$ cat config.mk
export PLATFORM = sky130hd
export DESIGN_NAME = regfile_wb_scheduler
export DESIGN_NICKNAME = d
export VERILOG_FILES = /design/src/rtl/regfile_wb_scheduler.sv
export SDC_FILE = /design/constraint.sdc
export NUM_CORES = 1
export LEC_CHECK = 0
export BUFFER_PORTS_ARGS = -buffer_cell sky130_fd_sc_hd__buf_2
export CORE_ASPECT_RATIO = 1.5
export CORE_MARGIN = 2
export CORE_UTILIZATION = 45
export CTS_BUF_LIST = sky130_fd_sc_hd__clkbuf_4
export DETAILED_ROUTE_END_ITERATION = 16
export PLACE_DENSITY = 0.76
export RECOVER_POWER = 25
export SLEW_MARGIN = 20
export SYNTH_ARGS = -nofsm -noshare
export SYNTH_HDL_FRONTEND = slang
export SYNTH_SLANG_ARGS = --single-unit
$ cat constraint.sdc
create_clock -name clk -period 4.55 [get_ports clk]
set_clock_uncertainty 0.15 [all_clocks]
set_input_delay 0 -clock clk [delete_from_list [all_inputs] [get_ports clk]]
set_output_delay 0 -clock clk [all_outputs]
set_load 0.005 [all_outputs]
$ cat src/rtl/regfile_wb_scheduler.sv
// Register-file write-port arbiter (ALU vs long-latency unit) plus the issue-side
// RAW/WAW scoreboard that stalls decode until pending long-latency results land.
module regfile_wb_scheduler #(
  parameter int unsigned MAX_OUTSTANDING = 4,
  parameter int unsigned STARVE_LIMIT    = 8
) (
  input  logic        clk,
  input  logic        rst,
  input  logic        issue_valid,
  input  logic        issue_long,
  input  logic [4:0]  issue_rd,
  input  logic [4:0]  issue_rs,
  input  logic [4:0]  issue_rt,
  output logic        stall,
  input  logic        alu_wr_en,
  input  logic [4:0]  alu_wr_reg,
  input  logic [31:0] alu_wr_data,
  input  logic        lu_valid,
  input  logic [4:0]  lu_reg,
  input  logic [31:0] lu_data,
  output logic        lu_ready,
  output logic        RegisterWrite,
  output logic [4:0]  writeRegister,
  output logic [31:0] writeBack,
  output logic        err_orphan
);

  localparam int unsigned CNT_W = $clog2(MAX_OUTSTANDING + 1);
  localparam int unsigned STV_W = $clog2(STARVE_LIMIT + 1);

  logic [31:0]      busy, busy_nxt;
  logic [CNT_W-1:0] count, count_nxt;
  logic [STV_W-1:0] starve, starve_nxt;

  logic        alu_req;
  logic        lu_hs;
  logic        accept;
  logic        orphan;
  logic        wr_en_nxt;
  logic [4:0]  wr_reg_nxt;
  logic [31:0] wr_data_nxt;

  // Arbitration and hazard detection; ALU always wins the port.
  always_comb begin
    alu_req  = alu_wr_en && (alu_wr_reg != 5'd0);
    lu_ready = !rst && !alu_req;
    lu_hs    = lu_valid && lu_ready;
    stall    = rst
            || busy[issue_rs] || busy[issue_rt]
            || busy[issue_rd]
            || (issue_long && (count == CNT_W'(MAX_OUTSTANDING)))
            || (starve == STV_W'(STARVE_LIMIT));
    accept   = issue_valid && !stall;
    orphan   = lu_hs && (count == '0);
  end

  // Write-port request selection; LU writes to $0 are swallowed.
  always_comb begin
    wr_en_nxt   = 1'b0;
    wr_reg_nxt  = writeRegister;
    wr_data_nxt = writeBack;
    if (alu_req) begin
      wr_en_nxt   = 1'b1;
      wr_reg_nxt  = alu_wr_reg;
      wr_data_nxt = alu_wr_data;
    end else if (lu_hs && (lu_reg != 5'd0)) begin
      wr_en_nxt   = 1'b1;
      wr_reg_nxt  = lu_reg;
      wr_data_nxt = lu_data;
    end
  end

  // Scoreboard, outstanding count and starvation counter next state.
  always_comb begin
    busy_nxt = busy;
    if (lu_hs) begin
      busy_nxt[lu_reg] = 1'b0;
    end
    if (accept && issue_long && (issue_rd != 5'd0)) begin
      busy_nxt[issue_rd] = 1'b1;
    end
    busy_nxt[0] = 1'b0;

    count_nxt = count;
    if (accept && issue_long && !lu_hs) begin
      count_nxt = count + CNT_W'(1);
    end else if (!(accept && issue_long) && lu_hs && (count != '0)) begin
      count_nxt = count - CNT_W'(1);
    end

    starve_nxt = starve;
    if (!lu_valid || lu_hs) begin
      starve_nxt = '0;
    end else if (starve != STV_W'(STARVE_LIMIT)) begin
      starve_nxt = starve + STV_W'(1);
    end
  end

  always_ff @(posedge clk) begin
    if (rst) begin
      busy          <= '0;
      count         <= '0;
      starve        <= '0;
      err_orphan    <= 1'b0;
      RegisterWrite <= 1'b0;
      writeRegister <= 5'd0;
      writeBack     <= 32'd0;
    end else begin
      busy          <= busy_nxt;
      count         <= count_nxt;
      starve        <= starve_nxt;
      err_orphan    <= err_orphan || orphan;
      RegisterWrite <= wr_en_nxt;
      writeRegister <= wr_reg_nxt;
      writeBack     <= wr_data_nxt;
    end
  end

endmodule

After elaboration in Yosys (flattened, before gate mapping)
Index checks and enable logic that the tools add are counted.
{"block": "word_totals", "register_bits": 78, "inputBits": 95, "output_inout_bits": 41, "elab_cells": 78}
{"block": "op_classes", "n_addsub": 3, "magnitude_cmp": 6, "eq_ne": 3, "mux": 20, "bitwise": 3, "n_reduce_logical": 35}
{"operator": "two-way mux 32 bit", "count": 4}
{"operator": "AND 32 bit", "count": 1}
{"operator": "NOT 32 bit", "count": 1}
{"operator": "OR 32 bit", "count": 1}
{"operator": "< comparator 5 x 6 -> 1 bit, second input constant", "count": 4}
{"operator": "binary-select mux 1 bit (select 5 bit)", "count": 3}
{"operator": "nonzero test 5 bit", "count": 3}
{"operator": "logical AND 1 bit", "count": 14}
{"operator": "demux 1 bit (select 5 bit)", "count": 2}
{"operator": ">= comparator 5 x 1 -> 1 bit, second input constant", "count": 2}
{"operator": "two-way mux 5 bit", "count": 2}
{"operator": "logical OR 1 bit", "count": 7}
{"operator": "two-way mux 1 bit", "count": 7}
{"operator": "zero test 1 bit", "count": 6}
{"operator": "two-way mux 3 bit", "count": 2}
{"operator": "adder 4 x 1 -> 4 bit, second input constant", "count": 1}
{"operator": "equality test 4 bit, second input constant", "count": 1}
{"operator": "!= test 4 bit, second input constant", "count": 1}
{"operator": "nonzero test 2 bit", "count": 2}
{"operator": "adder 3 x 1 -> 3 bit, second input constant", "count": 1}
{"operator": "equality test 3 bit, second input constant", "count": 1}
{"operator": "zero test 3 bit", "count": 1}
{"operator": "nonzero test 3 bit", "count": 1}
{"operator": "subtractor 3 x 1 -> 3 bit, second input constant", "count": 1}
{"operator": "OR reduction 2 bit", "count": 1}

Logic depth before layout (Yosys ltp)
Gate-level depths: netlist of run 1.
{"block": "depth", "ltp_word": 15, "ltp_mapped": 14, "depth_no_buf": 13}

Worst setup path before layout of run 1
OpenSTA, ideal clock, no wires.
{"block": "synth_path", "kind": "reg-to-reg", "start": "reg busy[14]", "end": "reg count[2]", "setup_ns": 0.070, "arrival_time_ns": 3.483, "t_required_ns": 4.330, "path_slack_ns": 0.847, "path_stages_with_launch": 12, "n_path_buf": 1, "synth_period_minus_slack_ns": 3.703, "path_cell_list": "dfxtp_1 > mux4_1 > mux2_2 > and3_1 > or4_4 > nor4_4 > buf_6 > nand2_1 > fa_1 > or4_1 > a21o_2 > a21oi_1"}
{"block": "synth_between", "elab_chain_cells": 14, "elab_cells_between_ends": 20}
{"element": "start, declared", "line": "31", "source": "logic [31:0] busy, busy_nxt;"}
{"element": "start signal, assigned", "line": "109", "source": "busy <= busy_nxt;"}
{"element": "binary-select mux 1 bit (select 5 bit)", "line": "49", "source": "|| busy[issue_rs] || busy[issue_rt]"}
{"element": "two-way mux 1 bit (not written as such)", "line": "49"}
{"element": "logical OR 1 bit (2 in a row)", "line": "49"}
{"element": "logical OR 1 bit (*)", "line": "50", "source": "|| busy[issue_rd]"}
{"element": "logical OR 1 bit (*)", "line": "51", "source": "|| (issue_long && (count == CNT_W'(MAX_OUTSTANDING)))"}
{"element": "logical OR 1 bit (*)", "line": "52", "source": "|| (starve == STV_W'(STARVE_LIMIT));"}
{"element": "zero test 1 bit (*)", "line": "53", "source": "accept = issue_valid && !stall;"}
{"element": "logical AND 1 bit (*)", "line": "53"}
{"element": "logical AND 1 bit (*)", "line": "85, 87"}
{"element": "zero test 1 bit", "line": "87", "source": "end else if (!(accept && issue_long) && lu_hs && (count != '0)) begin"}
{"element": "logical AND 1 bit (2 in a row)", "line": "87"}
{"element": "nonzero test 2 bit (no line)"}
{"element": "end signal, assigned", "line": "110", "source": "count <= count_nxt;"}
{"element": "end, declared", "line": "32", "source": "logic [CNT_W-1:0] count, count_nxt;"}
Every way passes the cells marked *; elsewhere a longest branch is shown, timed or not. The select of a mux whose other input is x is not followed.
A chain may end at the register's enable or synchronous reset.

Final worst setup path of run 1
{"block": "layout_path", "start": "reg starve[0]", "end": "reg busy[31]"}
{"block": "layout_between", "elab_chain_cells": 7}
{"element": "start, declared", "line": "33", "source": "logic [STV_W-1:0] starve, starve_nxt;"}
{"element": "start signal, assigned", "line": "111", "source": "starve <= starve_nxt;"}
{"element": "equality test 4 bit", "line": "52"}
{"element": "logical OR 1 bit", "line": "52"}
{"element": "zero test 1 bit", "line": "53"}
{"element": "logical AND 1 bit", "line": "53"}
{"element": "logical AND 1 bit (2 in a row)", "line": "79", "source": "if (accept && issue_long && (issue_rd != 5'd0)) begin"}
{"element": "two-way mux 32 bit", "line": "79"}
No other way between the ends.

==> results of run 1 <==
==> cell families (layout without fill, tap and decap cells) <==
logic type,count (synthesis),count (layout),synth area share
multiplexers,73,73,0.204
adder cells (fa/ha/maj),3,3,0.0102
XOR/XNOR,2,2,0.00398
AO/OA/AOI/OAI,132,132,0.188
buffers and inverters,45,252,0.0535
other,0,1,0
flip-flops,77,77,0.350
AND/OR/NAND/NOR,160,160,0.190
==> sequential cells by signal, indices dropped and copies added (netlist names) <==
register and flops:
RegisterWrite 1, busy 31, count 3, err_orphan 1, starve 4, writeBack 32
writeRegister 5
==> layer usage <==
layer | GRT usage | up-vias
met5 | 0 | -
met4 | 0.194 | 0
met3 | 0.0528 | 68
met2 | 0.516 | 279
met1 | 0.286 | 2244
li1 | - | 2243
==> worst register-to-register path: cells and delay by family (launching register included) <==
kind	cells	cell delay, ns
buffers and inverters	4	1.62
AND/OR/NAND/NOR	5	1.21
AO/OA/AOI/OAI	2	0.44
flip-flops	1	0.37
adder cells (fa/ha/maj)	1	0.21
==> area by class of cell <==
type	instances	area, sq um	share of cell area
diodes	1	2.50	0.000411
clock buffers	10	75.1	0.0123
multi-input cells	370	2640	0.434
well taps	115	144	0.0236
inverters	6	22.5	0.00369
clock inverters	4	51.3	0.00842
repair buffers	232	1620	0.265
flip-flops and latches	77	1540	0.253
==> report_power, final <==
| group | switching (W) | internal (W) | total [W] |
|---|---|---|---|
| clock network | 0.000236 | 0.000168 | 0.000404 |
| logic | 0.000166 | 0.000167 | 0.000333 |
| registers | 0.0000202 | 0.000704 | 0.000725 |
| total | 0.000422 | 0.00104 | 0.00146 |
==> cell usage after synthesis, types with 5 or more instances <==
library cell / n
a211oi_1: 37
a21oi_1: 31
buf_1: 5
buf_6: 6
clkbuf_1: 23
dfxtp_1: 77
inv_1: 6
mux2_2: 6
mux2i_1: 55
mux4_2: 9
nand2_1: 19
nand3_1: 29
nand3b_1: 8
nand4_1: 10
nor2_1: 53
nor2b_1: 14
o21ai_0: 39
==> worst paths after layout <==
kind / from / endpoint / cells past startpoint
worst max-delay path: starve[0] / busy[31] / 12
worst min-delay path: rst / RegisterWrite / 3
worst max register to register: starve[0] / busy[31] / 12
worst min register to register: starve[1] / starve[1] / 2
==> per-stage QoR <==
stage | instances | worst slack (ns) | utilization
floorplan | 492 | 0.847 | -
global placement | 706 | 1.04 | 0.526
detailed placement | 706 | 0.964 | 0.527
CTS | 814 | 0.544 | 0.639
global route | 815 | 0.286 | 0.636
finish | 815 | 0.505 | 0.636
==> reports/qor.txt, run 1 <==
CTS max path bufs -> 2
Die Wd -> 84.7 microns
Most frequent CP cell -> dlygate4sd3_1
Cell family contributing the most delay on the critical path -> buffers and inverters
Slew @ Worst Pin -> 0.815 ns
Crit path buf inv count -> 4
Worst Path Max Fanout -> 32
Hold Crit Class -> input pin to flip-flop
Grt ovf -> 0
Initial core utilization -> 0.459
Vias/cell -> 5.93
Number of synthesis warnings -> 0
Clock Latency Late Sink -> 0.43 ns
Setup slack, reg-to-reg -> 0.51 ns
First-pass GRT wire length -> 24.4 mm
Placement row count -> 44
Worst VDD drop -> 0.196 mV
Setup violations, final -> 0
M1 wire length -> 5.30 mm
Met3 WL -> 1.04 mm
Commonest non-fill, non-tap cell in the layout -> buf_2
Sink Count -> 77
Avg Cell Area, Syn -> 8.94 sq um
Gr usage total -> 0.284
Period utilization -> 0.889
Final Wtd Congestion -> 0.956
Core Region -> 9580 sq um
Initial antenna violation count -> 1
Routed len/inst -> 18.6 microns
Synthesized area -> 4400 sq um
Vias in the first global route -> 5175
Syn nets -> 590
Number of DRC markers in iteration 0 -> 288
CP cell instances -> inv_1, ha_1, and3b_1, a311oi_1, nand3_1, or4_4, nor4_4, buf_4, nand4_1, dlygate4sd3_1, a21oi_1, dlygate4sd3_1
Ys async rst share -> 0
Hold-fix buffers, CTS -> 94
Unrepaired setup endpoints after global routing -> no
Ports -> 136
Slew headroom -> 0.455
Critical-path top delay cell -> dlygate4sd3_1
Post_cts resized -> 0
Pwr/cell area -> 240 nW/um^2
Min Clock Period, post-route -> 4.04 ns
Clock root cell -> clkbuf_4
Largest net degree at the start of global routing -> 77
DRC -> 0
ANT nets after route -> 0
WS Path Type -> flip-flop to flip-flop
Top cells by area, synth -> dfxtp_1, mux2i_1, a211oi_1
Status -> completed
Post-synth EDFFs -> 0
Setup crit end kind -> flip-flop
Required time worst endpoint -> 4.77 ns
Area Overhead vs Synth -> 38.5%
Max Cap Viol -> 0
Max layer used -> met4
Cts bufs inserted -> 9
Max incr delay on CP -> 0.59 ns
Largest area contributor in the netlist -> dfxtp_1
CTS tree -> built
Pins Over Slew Limit -> 0
CTS clock-pin slew for the worst setup and hold paths -> 0.13 ns
Post-synthesis sequential area ratio -> 0.350
Fillers -> 779
Total Neg Setup Slack -> 0 ns
Die area -> 10600 sq um
Top cell type's share of synthesized area -> 0.350
Setup Fix Bufs, Post-CTS -> 0
Layout cell share with drive strength beyond 1 -> 0.230
Die Ht -> 125 microns
#FFs+latches synth -> 77
Final hold vios -> 0
Cells after Synth -> 492
Buffers on Ports -> 135
Ys flop type -> dfxtp_1
Placed Area -> 5050 sq um
Met2 wire length -> 7.97 mm
Leak -> 2.49 nW
HPWL after DPL -> 9.40 mm
Drt total wl -> 15.1 mm
Most frequent cells in the layout -> buf_2, dlygate4sd3_1, dfxtp_1
WHS -> 0.101 ns
Critical path data arrival time -> 4.27 ns
TritonRoute pass-1 iters -> 5
Setup crit start kind -> flip-flop
Fin nets -> 794
Fmax -> 247 MHz
Number of distinct library cells after synthesis -> 52
CTS H-tree lvls -> 3
Overall power -> 0.00146 W
Via count -> 4834
Design area -> 6100 sq um
No activity file was read; power rests on OpenSTA's default activity.
==> inputs of run 2 (changes only) <==
--- a/config.mk
+++ b/config.mk
@@ -9,7 +9,7 @@
 export CORE_ASPECT_RATIO = 1.5
 export CORE_MARGIN = 2
 export CORE_UTILIZATION = 45
-export CTS_BUF_LIST = sky130_fd_sc_hd__clkbuf_4
+export CTS_BUF_LIST = sky130_fd_sc_hd__clkbuf_16
 export DETAILED_ROUTE_END_ITERATION = 16
 export PLACE_DENSITY = 0.76
 export RECOVER_POWER = 25
==> run 2 against run 1 <==
Combinational power barely moved. Routed wire length shrank 0.90%. Global-route usage decreased by 0.14 points. Clock power rose by 71%. Maximum frequency grew 9.4%. Register-to-register slack gained 0.39 ns. Final cell count down 1.2%. Total power rose by 19%. Via count shrank 1.2%. Sequential power is essentially flat. Sequential share of layout area shrank 0.22 points. Critical endpoint is now busy[20]. Largest cell class unchanged. Largest power group unchanged.
==> reports/qor.txt, run 2 (synthesis gave the netlist of run 1 again) <==
HPWL after DPL -> 9.40 mm (unchanged)
Die Wd -> 84.7 microns (unchanged)
Ports -> 136 (unchanged)
Die area -> 10600 sq um (unchanged)
Biggest regs -> writeBack: 32 flops, busy: 31 flops, writeRegister: 5 flops (unchanged)
Pwr/cell area -> 284 nW/um^2 (was 240 nW/um^2)
Setup crit end kind -> flip-flop (unchanged)
Fin nets -> 784 (was 794)
Cell family contributing the most delay on the critical path -> buffers and inverters (unchanged)
Area Overhead vs Synth -> 39.7% (was 38.5%)
DRC -> 0 (unchanged)
Hold Crit Class -> input pin to flip-flop (unchanged)
Most frequent cells in the layout -> buf_2, dlygate4sd3_1, dfxtp_1 (unchanged)
Placement row count -> 44 (unchanged)
Core Region -> 9580 sq um (unchanged)
Gr usage total -> 0.283 (was 0.284)
Layout cell share with drive strength beyond 1 -> 0.231 (was 0.230)
Final Wtd Congestion -> 0.956 (unchanged)
Setup Fix Bufs, Post-CTS -> 0 (unchanged)
WHS -> 0.0242 ns (was 0.101 ns)
Routed len/inst -> 18.6 microns (about the same)
Period utilization -> 0.813 (was 0.889)
Final hold vios -> 0 (unchanged)
Via count -> 4774 (was 4834)
Drt total wl -> 15.0 mm (was 15.1 mm)
Vias in the first global route -> 5065 (was 5175)
ANT nets after route -> 0 (unchanged)
Crit path buf inv count -> 4 (unchanged)
Worst Path Max Fanout -> 32 (unchanged)
Max incr delay on CP -> 0.58 ns (was 0.59 ns)
Slew headroom -> 0.450 (was 0.455)
Buffers on Ports -> 135 (unchanged)
Initial core utilization -> 0.459 (unchanged)
Total Neg Setup Slack -> 0 ns (unchanged)
Max reg flops -> 32 (unchanged)
Initial antenna violation count -> 1 (unchanged)
Setup violations, final -> 0 (unchanged)
Clock root cell -> clkbuf_16 (was clkbuf_4)
CP cell instances -> dlygate4sd3_1, buf_2, mux4_2, nand2_1, a21oi_1, or4_4, nor4_4, buf_4, nand2_2, o31ai_1, dlygate4sd3_1 (was inv_1, ha_1, and3b_1, a311oi_1, nand3_1, or4_4, nor4_4, buf_4, nand4_1, dlygate4sd3_1, a21oi_1, dlygate4sd3_1)
Commonest non-fill, non-tap cell in the layout -> buf_2 (unchanged)
Worst VDD drop -> 0.249 mV (was 0.196 mV)
Grt ovf -> 0 (unchanged)
TritonRoute pass-1 iters -> 5 (unchanged)
CTS tree -> built (unchanged)
First-pass GRT wire length -> 24.1 mm (was 24.4 mm)
Status -> completed (unchanged)
Vias/cell -> 5.93 (about the same)
WS Path Type -> input pin to flip-flop (was flip-flop to flip-flop)
Largest net degree at the start of global routing -> 77 (unchanged)
Sink Count -> 77 (unchanged)
Critical-path top delay cell -> dlygate4sd3_1 (unchanged)
Max Cap Viol -> 0 (unchanged)
Leak -> 2.50 nW (was 2.49 nW)
Critical path data arrival time -> 3.83 ns (was 4.27 ns)
Pins Over Slew Limit -> 0 (unchanged)
Die Ht -> 125 microns (unchanged)
Number of DRC markers in iteration 0 -> 273 (was 288)
CTS max path bufs -> 2 (unchanged)
Hold-fix buffers, CTS -> 84 (was 94)
Required time worst endpoint -> 4.68 ns (was 4.77 ns)
Clock Latency Late Sink -> 0.34 ns (was 0.43 ns)
CTS H-tree lvls -> 3 (unchanged)
Setup crit start kind -> input pin (was flip-flop)
Fmax -> 270 MHz (was 247 MHz)
CTS clock-pin slew for the worst setup and hold paths -> 0.06 ns (was 0.13 ns)
Cts bufs inserted -> 9 (unchanged)
Slew @ Worst Pin -> 0.825 ns (was 0.815 ns)
Top reg by flops -> writeBack (unchanged)
Most frequent CP cell -> dlygate4sd3_1 (unchanged)
Unrepaired setup endpoints after global routing -> no (unchanged)
Post_cts resized -> 0 (unchanged)
Min Clock Period, post-route -> 3.70 ns (was 4.04 ns)
-- run 2: metrics by stage --
step / instance area, sq um / power (W) / worst slack [ns] / std cells / util
CTS: 6170 / 0.00174 / 0.921 / 804 / 0.644
global placement: 5040 / 0.000983 / 1.04 / 706 / 0.526
floorplan: 4400 / 0.000886 / 0.847 / 492 / -
finish: 6150 / 0.00174 / 0.852 / 805 / 0.642
detailed placement: 5050 / 0.000989 / 0.964 / 706 / 0.527
global route: 6150 / 0.00181 / 0.703 / 805 / 0.642
-- run 2: path summary, 6_finish.rpt --
| path | start | end | slack (ns) | depth (start not counted) |
|---|---|---|---|---|
| worst min-delay path | lu_valid | starve[1] | 0.02 | 4 |
| worst max register to register | starve[0] | busy[20] | 0.90 | 11 |
| worst max-delay path | issue_rd[0] | busy[20] | 0.85 | 11 |
| worst min register to register | starve[1] | starve[1] | 0.35 | 2 |
-- run 2: cell type report --
cell class / count / area (sq um)
Multi-Input combinational cell: 370 / 2640
Inverter: 6 / 22.5
Timing Repair Buffer: 222 / 1510
Fill cell: 766 / 3430
Antenna cell: 1 / 2.50
Clock buffer: 9 / 225
Tap cell: 115 / 144
Clock inverter: 5 / 55.1
Sequential cell: 77 / 1540
-- run 2: where the power goes --
group,leakage (nW),switching (W),internal (W),total (W)
combinational,1.73,0.000165,0.000165,0.000330
clock,0.139,0.000273,0.000416,0.000689
sequential,0.631,0.0000198,0.000705,0.000725
-- run 2: tightest hold or removal path, cell delays in order --
cell and delay [ns]:
buf_2 0.09, nor2b_1 0.17, nand2_1 0.15, a21oi_1 0.05
-- run 2: layer usage --
layer | wire length (microns) | global-route usage | vias to the layer above
met1 | 5190 | 0.289 | 2223
met4 | 869 | 0.188 | 0
met2 | 7850 | 0.500 | 271
li1 | - | - | 2216
met3 | 1100 | 0.0686 | 64
met5 | 0 | 0 | -
